## src/rtl/filtro_codigo.sv

```systemverilog
// PS/2 scan-code filter: decodes E0/F0 prefixed sequences into key events
// and queues them in a small first-word-fall-through FIFO.
// Optional feature macro: FILTRO_CODIGO_MAKE_EN. When it is defined, make
// (press) events are queued. When it is undefined, only break (release)
// events are queued.
module filtro_codigo #(
  parameter int unsigned          DATA_W   = 8,
  parameter logic [DATA_W-1:0]    BRK_CODE = 8'hF0,
  parameter logic [DATA_W-1:0]    EXT_CODE = 8'hE0,
  parameter int unsigned          ADDR_W   = 2
) (
  input  logic              clk,
  input  logic              rst,
  input  logic [DATA_W-1:0] Dato_rx,
  input  logic              rx_done_tick,
  input  logic              rd_en,
  output logic [DATA_W-1:0] code_out,
  output logic              ext_out,
  output logic              break_out,
  output logic              empty,
  output logic              full,
  output logic              overflow
);

  typedef enum logic [1:0] {StIdle, StExt, StBrk} state_t;

  localparam int unsigned EntryW = DATA_W + 2;
  localparam int unsigned Depth  = 2 ** ADDR_W;

  state_t            r_state;
  logic              r_ext_flag;
  logic [ADDR_W:0]   r_wr_ptr;
  logic [ADDR_W:0]   r_rd_ptr;
  logic              r_overflow;
  logic [EntryW-1:0] r_mem [Depth];

  state_t            w_state_next;
  logic              w_ext_flag_next;
  logic              w_evt_valid;
  logic              w_evt_ext;
  logic              w_evt_brk;
  logic              w_evt_push_req;
  logic              w_is_brk;
  logic              w_is_ext;
  logic              w_empty;
  logic              w_full;
  logic              w_pop;
  logic              w_push;
  logic [EntryW-1:0] w_head;

  assign w_is_brk = (Dato_rx == BRK_CODE);
  assign w_is_ext = (Dato_rx == EXT_CODE);

  // Decoder next state and event generation; only acts on received bytes.
  always_comb begin
    w_state_next    = r_state;
    w_ext_flag_next = r_ext_flag;
    w_evt_valid     = 1'b0;
    w_evt_ext       = 1'b0;
    w_evt_brk       = 1'b0;
    if (rx_done_tick) begin
      unique case (r_state)
        StIdle: begin
          if (w_is_ext) begin
            w_state_next = StExt;
          end else if (w_is_brk) begin
            w_state_next    = StBrk;
            w_ext_flag_next = 1'b0;
          end else begin
            w_evt_valid = 1'b1;
          end
        end
        StExt: begin
          if (w_is_brk) begin
            w_state_next    = StBrk;
            w_ext_flag_next = 1'b1;
          end else if (!w_is_ext) begin
            w_evt_valid  = 1'b1;
            w_evt_ext    = 1'b1;
            w_state_next = StIdle;
          end
        end
        StBrk: begin
          // A second prefix here is a protocol error: drop the byte.
          w_state_next = StIdle;
          if (!w_is_brk && !w_is_ext) begin
            w_evt_valid = 1'b1;
            w_evt_ext   = r_ext_flag;
            w_evt_brk   = 1'b1;
          end
        end
        default: w_state_next = StIdle;
      endcase
    end
  end

`ifdef FILTRO_CODIGO_MAKE_EN
  assign w_evt_push_req = w_evt_valid;
`else
  assign w_evt_push_req = w_evt_valid & w_evt_brk;
`endif

  // Full when the wrap bits differ but the index bits match.
  assign w_empty = (r_wr_ptr == r_rd_ptr);
  assign w_full  = (r_wr_ptr[ADDR_W] != r_rd_ptr[ADDR_W]) &&
                   (r_wr_ptr[ADDR_W-1:0] == r_rd_ptr[ADDR_W-1:0]);
  assign w_pop   = rd_en & ~w_empty;
  // A simultaneous pop frees the slot, so a write while full still lands.
  assign w_push  = w_evt_push_req & (~w_full | w_pop);

  // Decoder state, FIFO pointers and sticky overflow.
  always_ff @(posedge clk) begin
    if (rst) begin
      r_state    <= StIdle;
      r_ext_flag <= 1'b0;
      r_wr_ptr   <= '0;
      r_rd_ptr   <= '0;
      r_overflow <= 1'b0;
    end else begin
      r_state    <= w_state_next;
      r_ext_flag <= w_ext_flag_next;
      if (w_push) r_wr_ptr <= r_wr_ptr + 1'b1;
      if (w_pop)  r_rd_ptr <= r_rd_ptr + 1'b1;
      if (w_evt_push_req && w_full && !w_pop) r_overflow <= 1'b1;
    end
  end

  // Event storage; contents are don't-care until pointed at by a valid entry.
  always_ff @(posedge clk) begin
    if (w_push && !rst) begin
      r_mem[r_wr_ptr[ADDR_W-1:0]] <= {w_evt_ext, w_evt_brk, Dato_rx};
    end
  end

  assign w_head    = r_mem[r_rd_ptr[ADDR_W-1:0]];
  assign code_out  = w_empty ? '0 : w_head[DATA_W-1:0];
  assign break_out = w_empty ? 1'b0 : w_head[DATA_W];
  assign ext_out   = w_empty ? 1'b0 : w_head[DATA_W+1];
  assign empty     = w_empty;
  assign full      = w_full;
  assign overflow  = r_overflow;

endmodule
```

## config.mk

```make
export PLATFORM = sky130hd
export DESIGN_NAME = filtro_codigo
export DESIGN_NICKNAME = d
export VERILOG_FILES = /design/src/rtl/filtro_codigo.sv
export SDC_FILE = /design/constraint.sdc
export NUM_CORES = 1
export LEC_CHECK = 0
export ABC_AREA = 1
export ABC_CLOCK_PERIOD_IN_PS = 1900
export BUFFER_PORTS_ARGS = -buffer_cell sky130_fd_sc_hd__buf_2
export CORE_MARGIN = 5
export CORE_UTILIZATION = 40
export CTS_CLUSTER_DIAMETER = 50
export DETAILED_ROUTE_END_ITERATION = 8
export HOLD_SLACK_MARGIN = 0.12
export PLACE_DENSITY = 0.62
export SLEW_MARGIN = 20
export SYNTH_ARGS = -nofsm -noshare
export SYNTH_HDL_FRONTEND = slang
export SYNTH_SLANG_ARGS = --single-unit
```

## constraint.sdc

```tcl
create_clock -name clk -period 1.9 [get_ports clk]
set_input_delay 0.095 -clock clk [delete_from_list [all_inputs] [get_ports clk]]
set_output_delay 0.095 -clock clk [all_outputs]
set_load 0.02 [all_outputs]
```

==> results.py <==
metrics = {
    "global_routing": {
        "antenna_found_initial": 0,
        "grt_pass1_wl_um": 7790,
        "grt_usage_pct": 12.9,
        "grt_max_degree": 21,
        "gr-total-overflow": 0,
        "grt_pass1_vias": 1626,
    },
    "clocking": {
        "cts-htree-levels": 2,
        "clockBufferDepth": 2,
        "path_clk_slew_ns": 0.08,
        "cts_made_buffers": 5,
        "clock_sinks": 52,
        "clk_latency_ns": 0.30,
        "cts-root-buf": "clkbuf_8",
        "tritoncts": "built",
    },
    "worst_setup_path": {
        "path_delay_family": "buffers and inverters",
        "rr_startpoint": "r_state[0]",
        "critPathCaptureType": "flip-flop",
        "cpMaxStageDelayCell": "dlygate4sd3_1",
        "crit_chain": "dlygate4sd3_1 > buf_2 > inv_1 > nand2_1 > nor2_4 > nand2_4 > nand2_4 > nor2_8 > nand3_2 > inv_2 > nand2_4 > nor2_2 > buf_12",
        "critPathMaxFanout": 10,
        "required_ns": 1.92,
        "startpoint_type": "input pin",
        "cp_num_buf_inv": 5,
        "path_common_cell": "nand2_4",
        "crit_type": "input pin to flip-flop",
        "reg2reg_setup_slack_ns": 0.14,
        "critPathMaxStageDelay_ns": 0.53,
        "cp.arrival_ns": 1.82,
        "rr_worst_depth": 9,
        "r2r_end": "r_mem[1][8]",
    },
    "synthesis": {
        "synthMuxAreaShare_pct": 0,
        "synth_area_leaders": "edfxtp_1, dfxtp_1, nor2_1",
        "synth.most_common_cell": "nor2_1",
        "netlist_area_sq_um": 2450,
        "synth-xor-area-share_pct": 1.02,
        "synth-compound-area-share_pct": 8.49,
        "async_flop_share_pct": 0,
        "synth_edf_count": 40,
        "syn_nets": 261,
        "ys.warnings.count": 0,
        "syn_avg_cell_area_sq_um": 10.2,
        "synth_adder_area_share_pct": 4.60,
        "yosys.area.top_type_share_pct": 49.1,
        "ys_ff_latch": 52,
        "synth_top_flop_cell": "edfxtp_1",
        "synth.distinct_cells": 28,
        "ys_top_cells_by_count": "nor2_1, edfxtp_1, inv_1",
        "synth_top_family_by_area": "simple AND/OR/NAND/NOR gates",
        "yosysSeqAreaShare_pct": 58.9,
        "synth.largest_area_cell": "edfxtp_1",
        "netlist_instances": 240,
        "synthSimpleGateAreaFrac_pct": 19.5,
    },
    "power": {
        "total_leakage_power_nw": 1.28,
        "p_per_area_nw_per_um2": 767,
        "peakVddDrop_v": 0.000287,
    },
    "floorplan": {
        "io_pins": 25,
        "placementRows": 28,
        "core_region_area_sq_um": 5920,
        "fp.dieH_um": 88.2,
        "die_w_um": 88.2,
        "initial_core_util_pct": 41.3,
        "fp.dieArea_sq_um": 7780,
    },
    "hold_path": {
        "hold_depth": 3,
        "worstHoldEndpoint": "r_rd_ptr[0]",
        "min_from": "rd_en",
        "hold_path_class": "input pin to flip-flop",
    },
    "final_layout": {
        "syn2layout_area_growth_pct": 21.3,
        "final_nets": 303,
        "drive_gt1_share_pct": 24.0,
        "antennaDiodeCount": 0,
        "finalCoreUtilization_pct": 50.1,
        "design_area_sq_um": 2970,
    },
    "placement": {
        "numPortBuffers": 24,
        "dpl_cell_area_sq_um": 2730,
        "place_congestion": 0.794,
        "dp_slack_ns": 0.155,
        "hpwlAfterDp_um": 3100,
    },
    "detailed_routing": {
        "via_count": 1692,
        "wirelength_um": 4570,
        "vias_per_cell": 4.73,
        "wl_per_cell_um": 12.8,
        "drc": 0,
        "drt_iter0_drc": 99,
        "postRouteAntennaNets": 0,
        "dr.pass1.iters": 4,
    },
    "timing": {
        "layout_min_cycle_time_ns": 1.80,
        "worst_pin_slew_ns": 0.417,
        "finalSetupTns_ns": 0,
        "setup_violations": 0,
        "fin_crit_sh_pct": 94.8,
        "slew_viol_final": 0,
        "fin_ws_ns": 0.0989,
        "hold_viol": 0,
        "fin_worst_skew_ns": 0.00697,
        "rsz0062_at_grt": "false",
        "hold_slack_ns": 0.153,
        "max_freq_mhz": 555,
        "slew_headroom_pct": 72.0,
    },
    "job": {
        "cap_violations": 0,
    },
    "run_status": {
        "status": "finished clean",
    },
}
==> layout by cell type (no fill, tap or decap), types with 4 or more instances in the layout <==
cell type      synthesis  routed
a21oi_1                7       7
buf_12                 0       4
buf_2                  3      24
buf_4                  0       5
clkbuf_8               0       5
dfxtp_1               12      10
dlygate4sd3_1          0       9
edfxtp_1              40      40
ha_1                   9       9
inv_1                 37      36
inv_2                  4       4
nand2_1               30      30
nand2_4                4       4
nor2_1                42      42
nor2_2                 4       4
o21ai_0               12      12
o32ai_1               10       9
==> flip-flops by register name, indices dropped and copies added, names as in the netlist, named ones only <==
signal / flops
overflow: 1
r_ext_flag: 1
r_mem: 40
r_rd_ptr: 3
r_state: 2
r_wr_ptr: 3
==> final cells by class <==
class                           count  area, sq um
Clock buffer                        6         72.6
Clock inverter                      2         35.0
Fill cell                         561         2950
Inverter                           41          158
Multi-Input combinational cell    140          837
Sequential cell                    52         1440
Tap cell                           75         93.8
Timing Repair Buffer               42          328
==> tightest hold or removal path, cell delays in order <==
cell and delay, ns:
buf_2 0.12, nand2_2 0.11, a21oi_1 0.07
==> metal layers <==
metal / track usage [%] / share of wire, %
met1: 16.8 / 47
met5: 0 / 0
met3: 3.07 / 4.2
met4: 3.30 / 0.63
met2: 21.7 / 49
==> through the flow <==
step	cells	power, mW
global route	358	2.40
global placement	338	1.54
CTS	355	2.29
finish	358	2.28
floorplan	240	1.45
detailed placement	338	1.54
==> cell families (layout without fill, tap and decap cells) <==
logic type / Yosys count / count (layout)
AOI/OAI and AO/OA: 33 / 33
xor gates and xnor gates: 2 / 2
adders and majority gates: 9 / 9
buffers and inverters: 48 / 91
DFF: 52 / 52
and+or+nand+nor: 96 / 96
==> power breakdown <==
group / switching [mW] / total [mW] / internal, mW
sequential: 0.0221 / 1.25 / 1.23
combinational: 0.183 / 0.297 / 0.115
clock: 0.337 / 0.728 / 0.391
==> worst max path at each step <==
stage	from	to	slack, ns	cells past startpoint
6_report	Dato_rx[2]	r_mem[1][8]	0.1	13
5_1_grt	Dato_rx[1]	r_mem[2][7]	0.005	13
4_1_cts	flip-flop	break_out	0.05	7
3_5_place_dp	r_state[0]	r_mem[0][6]	0.15	9
3_3_place_gp	r_state[0]	r_mem[0][7]	0.20	9
2_1_floorplan	r_state[0]	r_mem[0][0]	0.19	8
==> timing repair <==
action	CTS	global route
endpoints found under the setup margin	1	9
resized for setup	1	4
buffers inserted	0	3
hold buffers	9	0
endpoints found under the hold margin	36	0
No activity file was read; power rests on OpenSTA's default activity.
